### src/rtl/rom_fetch_pkg.sv
`default_nettype none
// ============================================================================
//  Module      : rom_fetch_pkg
//  Description : Shared types and widths for the one-word ROM fetch cache.
//  Revision    : 1.0 - initial release
// ============================================================================
package rom_fetch_pkg;

  localparam int WORD_W  = 32;
  localparam int WADDR_W = 9;
  localparam int LANE_W  = 2;

  typedef enum logic [1:0] {
    ST_IDLE = 2'd0,
    ST_READ = 2'd1,
    ST_WAIT = 2'd2,
    ST_RESP = 2'd3
  } state_e;

endpackage
`default_nettype wire

### src/rtl/rom_fetch.sv
`default_nettype none
// ============================================================================
//  Module      : rom_fetch
//  Description : Opcode-byte fetcher with a single cached 32-bit program word.
//  Revision    : 1.0 - initial release
// ============================================================================
module rom_fetch
  import rom_fetch_pkg::*;
#(
  parameter int ADDR_W    = 11,
  parameter int READ_WAIT = 1
) (
  input  logic                wb_clk_i,
  input  logic                wb_rst_i,
  input  logic                flush_i,
  input  logic                req_valid_i,
  output logic                req_ready_o,
  input  logic [ADDR_W-1:0]   req_addr_i,
  output logic                rsp_valid_o,
  input  logic                rsp_ready_i,
  output logic [7:0]          rsp_data_o,
  output logic                oram_csb,
  output logic [WADDR_W-1:0]  oram_addr,
  input  logic [WORD_W-1:0]   oram_value
);

  localparam int                 c_cnt_w = (READ_WAIT > 1) ? $clog2(READ_WAIT) : 1;
  localparam logic [c_cnt_w-1:0] c_last  = (READ_WAIT > 0) ? c_cnt_w'(READ_WAIT - 1) : '0;

  state_e               r_state;
  logic                 r_valid;
  logic [WADDR_W-1:0]   r_tag;
  logic [WORD_W-1:0]    r_data;
  logic                 r_fill_ok;
  logic [LANE_W-1:0]    r_lane;
  logic [c_cnt_w-1:0]   r_cnt;
  logic                 r_rsp_valid;
  logic [7:0]           r_rsp_data;
  logic                 r_csb;
  logic [WADDR_W-1:0]   r_oaddr;

  logic                 w_req_ready;
  logic                 w_accept;
  logic [WADDR_W-1:0]   w_word;
  logic [LANE_W-1:0]    w_lane;
  logic                 w_hit;
  logic                 w_fill_done;
  logic [7:0]           w_hit_byte;
  logic [7:0]           w_fill_byte;

  assign w_req_ready = !wb_rst_i &&
                       ((r_state == ST_IDLE) || ((r_state == ST_RESP) && rsp_ready_i));
  assign w_accept    = req_valid_i && w_req_ready;
  assign w_word      = req_addr_i[WADDR_W+LANE_W-1:LANE_W];
  assign w_lane      = req_addr_i[LANE_W-1:0];
  assign w_hit       = r_valid && (r_tag == w_word) && !flush_i;
  assign w_fill_done = ((r_state == ST_WAIT) && (r_cnt == c_last)) ||
                       ((READ_WAIT == 0) && (r_state == ST_READ));
  assign w_hit_byte  = r_data[{w_lane, 3'b000} +: 8];
  assign w_fill_byte = oram_value[{r_lane, 3'b000} +: 8];

  always_ff @(posedge wb_clk_i) begin
    if (wb_rst_i) begin
      r_state     <= ST_IDLE;
      r_valid     <= 1'b0;
      r_tag       <= '0;
      r_data      <= '0;
      r_fill_ok   <= 1'b0;
      r_lane      <= '0;
      r_cnt       <= '0;
      r_rsp_valid <= 1'b0;
      r_rsp_data  <= 8'h00;
      r_csb       <= 1'b1;
      r_oaddr     <= '0;
    end else begin
      r_csb <= 1'b1;
      case (r_state)
        ST_IDLE, ST_RESP: begin
          if (flush_i) begin
            r_valid <= 1'b0;
          end
          if (w_accept) begin
            if (w_hit) begin
              r_rsp_data  <= w_hit_byte;
              r_rsp_valid <= 1'b1;
              r_state     <= ST_RESP;
            end else begin
              // The line is being replaced; it only becomes valid again when
              // the fill completes without an intervening flush.
              r_valid     <= 1'b0;
              r_fill_ok   <= 1'b1;
              r_csb       <= 1'b0;
              r_oaddr     <= w_word;
              r_lane      <= w_lane;
              r_rsp_valid <= 1'b0;
              r_state     <= ST_READ;
            end
          end else if ((r_state == ST_RESP) && rsp_ready_i) begin
            r_rsp_valid <= 1'b0;
            r_state     <= ST_IDLE;
          end
        end
        ST_READ, ST_WAIT: begin
          if (w_fill_done) begin
            r_data      <= oram_value;
            r_tag       <= r_oaddr;
            r_valid     <= r_fill_ok && !flush_i;
            r_rsp_data  <= w_fill_byte;
            r_rsp_valid <= 1'b1;
            r_state     <= ST_RESP;
          end else begin
            if (flush_i) begin
              r_fill_ok <= 1'b0;
            end
            if (r_state == ST_READ) begin
              r_cnt   <= '0;
              r_state <= ST_WAIT;
            end else begin
              r_cnt <= r_cnt + 1'b1;
            end
          end
        end
        default: r_state <= ST_IDLE;
      endcase
    end
  end

  assign req_ready_o = w_req_ready;
  assign rsp_valid_o = r_rsp_valid;
  assign rsp_data_o  = r_rsp_data;
  assign oram_csb    = r_csb;
  assign oram_addr   = r_oaddr;

endmodule
`default_nettype wire

### config.mk
export PLATFORM = sky130hd
export DESIGN_NAME = rom_fetch
export DESIGN_NICKNAME = d
export VERILOG_FILES = /design/src/rtl/rom_fetch_pkg.sv /design/src/rtl/rom_fetch.sv
export SDC_FILE = /design/constraint.sdc
export NUM_CORES = 1
export LEC_CHECK = 0
export CAP_MARGIN = 20
export CORE_MARGIN = 10
export CORE_UTILIZATION = 54
export CTS_CLUSTER_DIAMETER = 40
export DETAILED_ROUTE_END_ITERATION = 8
export PLACE_DENSITY = 0.95
export SLEW_MARGIN = 10
export SYNTH_ARGS = -nofsm -noshare
export SYNTH_HDL_FRONTEND = slang
export SYNTH_SLANG_ARGS = --single-unit
### constraint.sdc
create_clock -name wb_clk_i -period 3.9 [get_ports wb_clk_i]
set_input_delay 1.17 -clock wb_clk_i [delete_from_list [all_inputs] [get_ports wb_clk_i]]
set_output_delay 1.17 -clock wb_clk_i [all_outputs]
set_load 0.01 [all_outputs]
==> results of run 1 <==
[metrics by stage]
step            util  setup WS, ns
2_1_floorplan      -         0.897
3_3_place_gp   0.686         0.364
3_5_place_dp   0.686         0.315
4_1_cts        0.718         0.303
5_1_grt        0.718         0.276
6_report       0.718         0.303
[power by group]
group | internal [W] | total (W) | switching (W) | leakage (nW)
Clock | 0.000291 | 0.000544 | 0.000253 | 0.0902
Sequential | 0.000803 | 0.000880 | 0.0000764 | 0.544
Combinational | 0.000411 | 0.000914 | 0.000504 | 0.732
Total | 0.00150 | 0.00234 | 0.000834 | 1.37
[state kept, by name, indices dropped and copies added, names as in the netlist]
name / count
r_data: 32
oram_addr: 9
r_tag: 9
rsp_data_o: 8
r_lane: 2
r_state: 2
oram_csb: 1
r_cnt: 1
r_fill_ok: 1
r_valid: 1
rsp_valid_o: 1
[cell usage in the layout, fill, tap and decap left out, types with 3 or more instances in the layout]
cell type        instances
mux4_2                  16
xnor2_1                  9
nand3_1                 11
nand2_1                 84
nand2b_1                 3
clkdlybuf4s50_1         66
o21ai_0                 13
mux2_2                   9
mux2i_1                  9
clkbuf_8                 9
a21oi_1                 58
dfxtp_1                 67
nor2b_1                 11
ha_1                     4
nor3_1                   4
clkbuf_1                 3
buf_4                    5
nor2_1                  12
[logic make-up (layout without fill, tap and decap cells)]
logic type,after synthesis,in the layout
and+or+nand+nor,133,133
buffers and inverters,30,89
muxes,34,34
DFF,67,67
xor gates and xnor gates,9,9
AOI/OAI and AO/OA,77,77
adders and majority gates,4,4
[per-layer routing]
metal  GRT usage  part of all wire  up-vias  routed length (µm)
met4      0.0969             0.021        0                 176
li1            -                 -     1330                   -
met3      0.0444             0.081       17                 669
met5           0                 0        -                   0
met2       0.297              0.50      118                4120
met1       0.213              0.40     1349                3300
[how the worst min path moves through the flow]
| stage | end | slack [ns] |
|---|---|---|
| final | r_data[4] | 0.46 |
| after global routing | r_data[26] | 0.47 |
| after CTS | r_data[4] | 0.46 |
| after detailed placement | r_data[4] | 0.45 |
| after global placement | r_data[14] | 0.44 |
| after floorplan | r_data[16] | 0.43 |
[worst max-delay path, cell delays in order]
cell,delay [ns]
clkdlybuf4s50_1,0.43
a21oi_1,0.28
nor2_1,0.07
clkdlybuf4s50_1,0.48
[area by class of cell]
| cell class | count | area, µm² | share of cell area |
|---|---|---|---|
| repair buffers | 72 | 703 | 0.176 |
| clock inverters | 3 | 40.0 | 0.0100 |
| clock buffers | 12 | 135 | 0.0338 |
| well taps | 72 | 90.1 | 0.0225 |
| inverters | 2 | 7.51 | 0.00188 |
| multi-input cells | 257 | 1680 | 0.421 |
| flip-flops and latches | 67 | 1340 | 0.335 |
==> metrics.cfg, run 1 <==
[run_status]
status=finished clean

[floorplanning]
die_area_mm2=0.00928
fp-row-count=27
die_h_um=96.3
ios=68
fp.coreArea_mm2=0.00557
start_util=0.565
die_w_um=96.3

[yosys]
yosysUniqueCellTypes=31
synth-warning-count=0
syn_avg_cell_area_um2=8.89
ys_seq_area_frac=0.426
async_reset_ff_frac=0
synth_seq_cells=67
synthAdderAreaFrac=0.0159
synth_common_cells=nand2_1, dfxtp_1, a21oi_1
synth_xor_area_frac=0.0250
synth.most_common_cell=nand2_1
synthSimpleGateAreaFrac=0.188
synth_top_family_by_area=simple AND/OR/NAND/NOR gates
synth_edf_count=0
synth_area_leaders=dfxtp_1, mux4_2, nand2_1
syn-num-nets=406
synth_compound_area_frac=0.130
ys.flop_type=dfxtp_1
syn-instance-count=354
synth_mux_area_frac=0.175
synth_top_area_frac=0.426
yosysTopAreaCell=dfxtp_1
synth_area_mm2=0.00315

[worst_setup_path]
startpoint_type=input port
end_kind=primary output
crit_type=input port to primary output
cp_max_fo=4
worstSetupEndpoint=req_ready_o
critPathLaunch=rsp_ready_i
rrSetupSlack_ns=1.60
cp.required_ns=2.73
worstReg2RegEnd=oram_addr[8]
reg2reg_depth=5
worstPathArrival_ns=2.43
reg2reg_from=r_state[0]

[clock_tree]
cts_root_buf=clkbuf_8
cts_max_level=3
cts_resized=0
clk_latency_ns=0.34
cts.sinks=67
cts_hold_buf=0
cts_setup_buffers=0
path_clk_slew_ns=0.06
clock_path_buffers=2
cts_tree=built
cts_buffers=9

[power_and_ir_drop]
p_per_area_mw_per_mm2=584
ir_drop_mv=0.378
finalPower_w=0.00234
p_leak_nw=1.37

[placed_design]
hpwl_um=5740
port_buffers=67
dpl-instance-area_mm2=0.00382
globalplace.congestion=0.831
dp_cells=470

[drt]
antenna_left=0
wl_um=8270
via_per_inst=5.80
dr.pass1.iters=5
vias=2814
drc=0
drtIter0Drc=227
wl_per_cell_um=17.1

[timing]
hold_slack_ns=0.458
slew_violations=0
finalSetupTns_ns=0
hold_viol=0
period_share=0.922
worst_pin_slew_ns=0.893
fmax_ghz=0.278
max_slew_margin=0.402
rsz0062_at_grt=false
setup_viol=0
skew_ns=0.00691
fin_crit_ns=3.60

[layout]
diodes=0
area_growth_syn_to_layout_pct=27.1
nNetsFinal=461
fill_cells=406
drive_gt1_frac=0.111
final_cells=485
fin_area_mm2=0.00400

[grt]
grt_overflow_total=0
grt_max_degree=77
track_usage=0.181
grt_antenna_before_repair=0
grt_pass1_vias=2776
grt_pass1_wl_um=13100

[hold_path]
holdPathStages=2
hold_class=flop to flop
min_from=r_data[4]

[flow_run]
max_cap_violations=0

Note: power is estimated with default switching activity, not from simulation.
==> run 2, diff against run 1 <==
--- a/config.mk
+++ b/config.mk
@@ -8,7 +8,6 @@
 export CAP_MARGIN = 20
 export CORE_MARGIN = 10
 export CORE_UTILIZATION = 54
-export CTS_CLUSTER_DIAMETER = 40
 export DETAILED_ROUTE_END_ITERATION = 8
 export PLACE_DENSITY = 0.95
 export SLEW_MARGIN = 10
==> results of run 2 <==
Same layout as run 1: the final DEF is identical, and so are final timing and power.
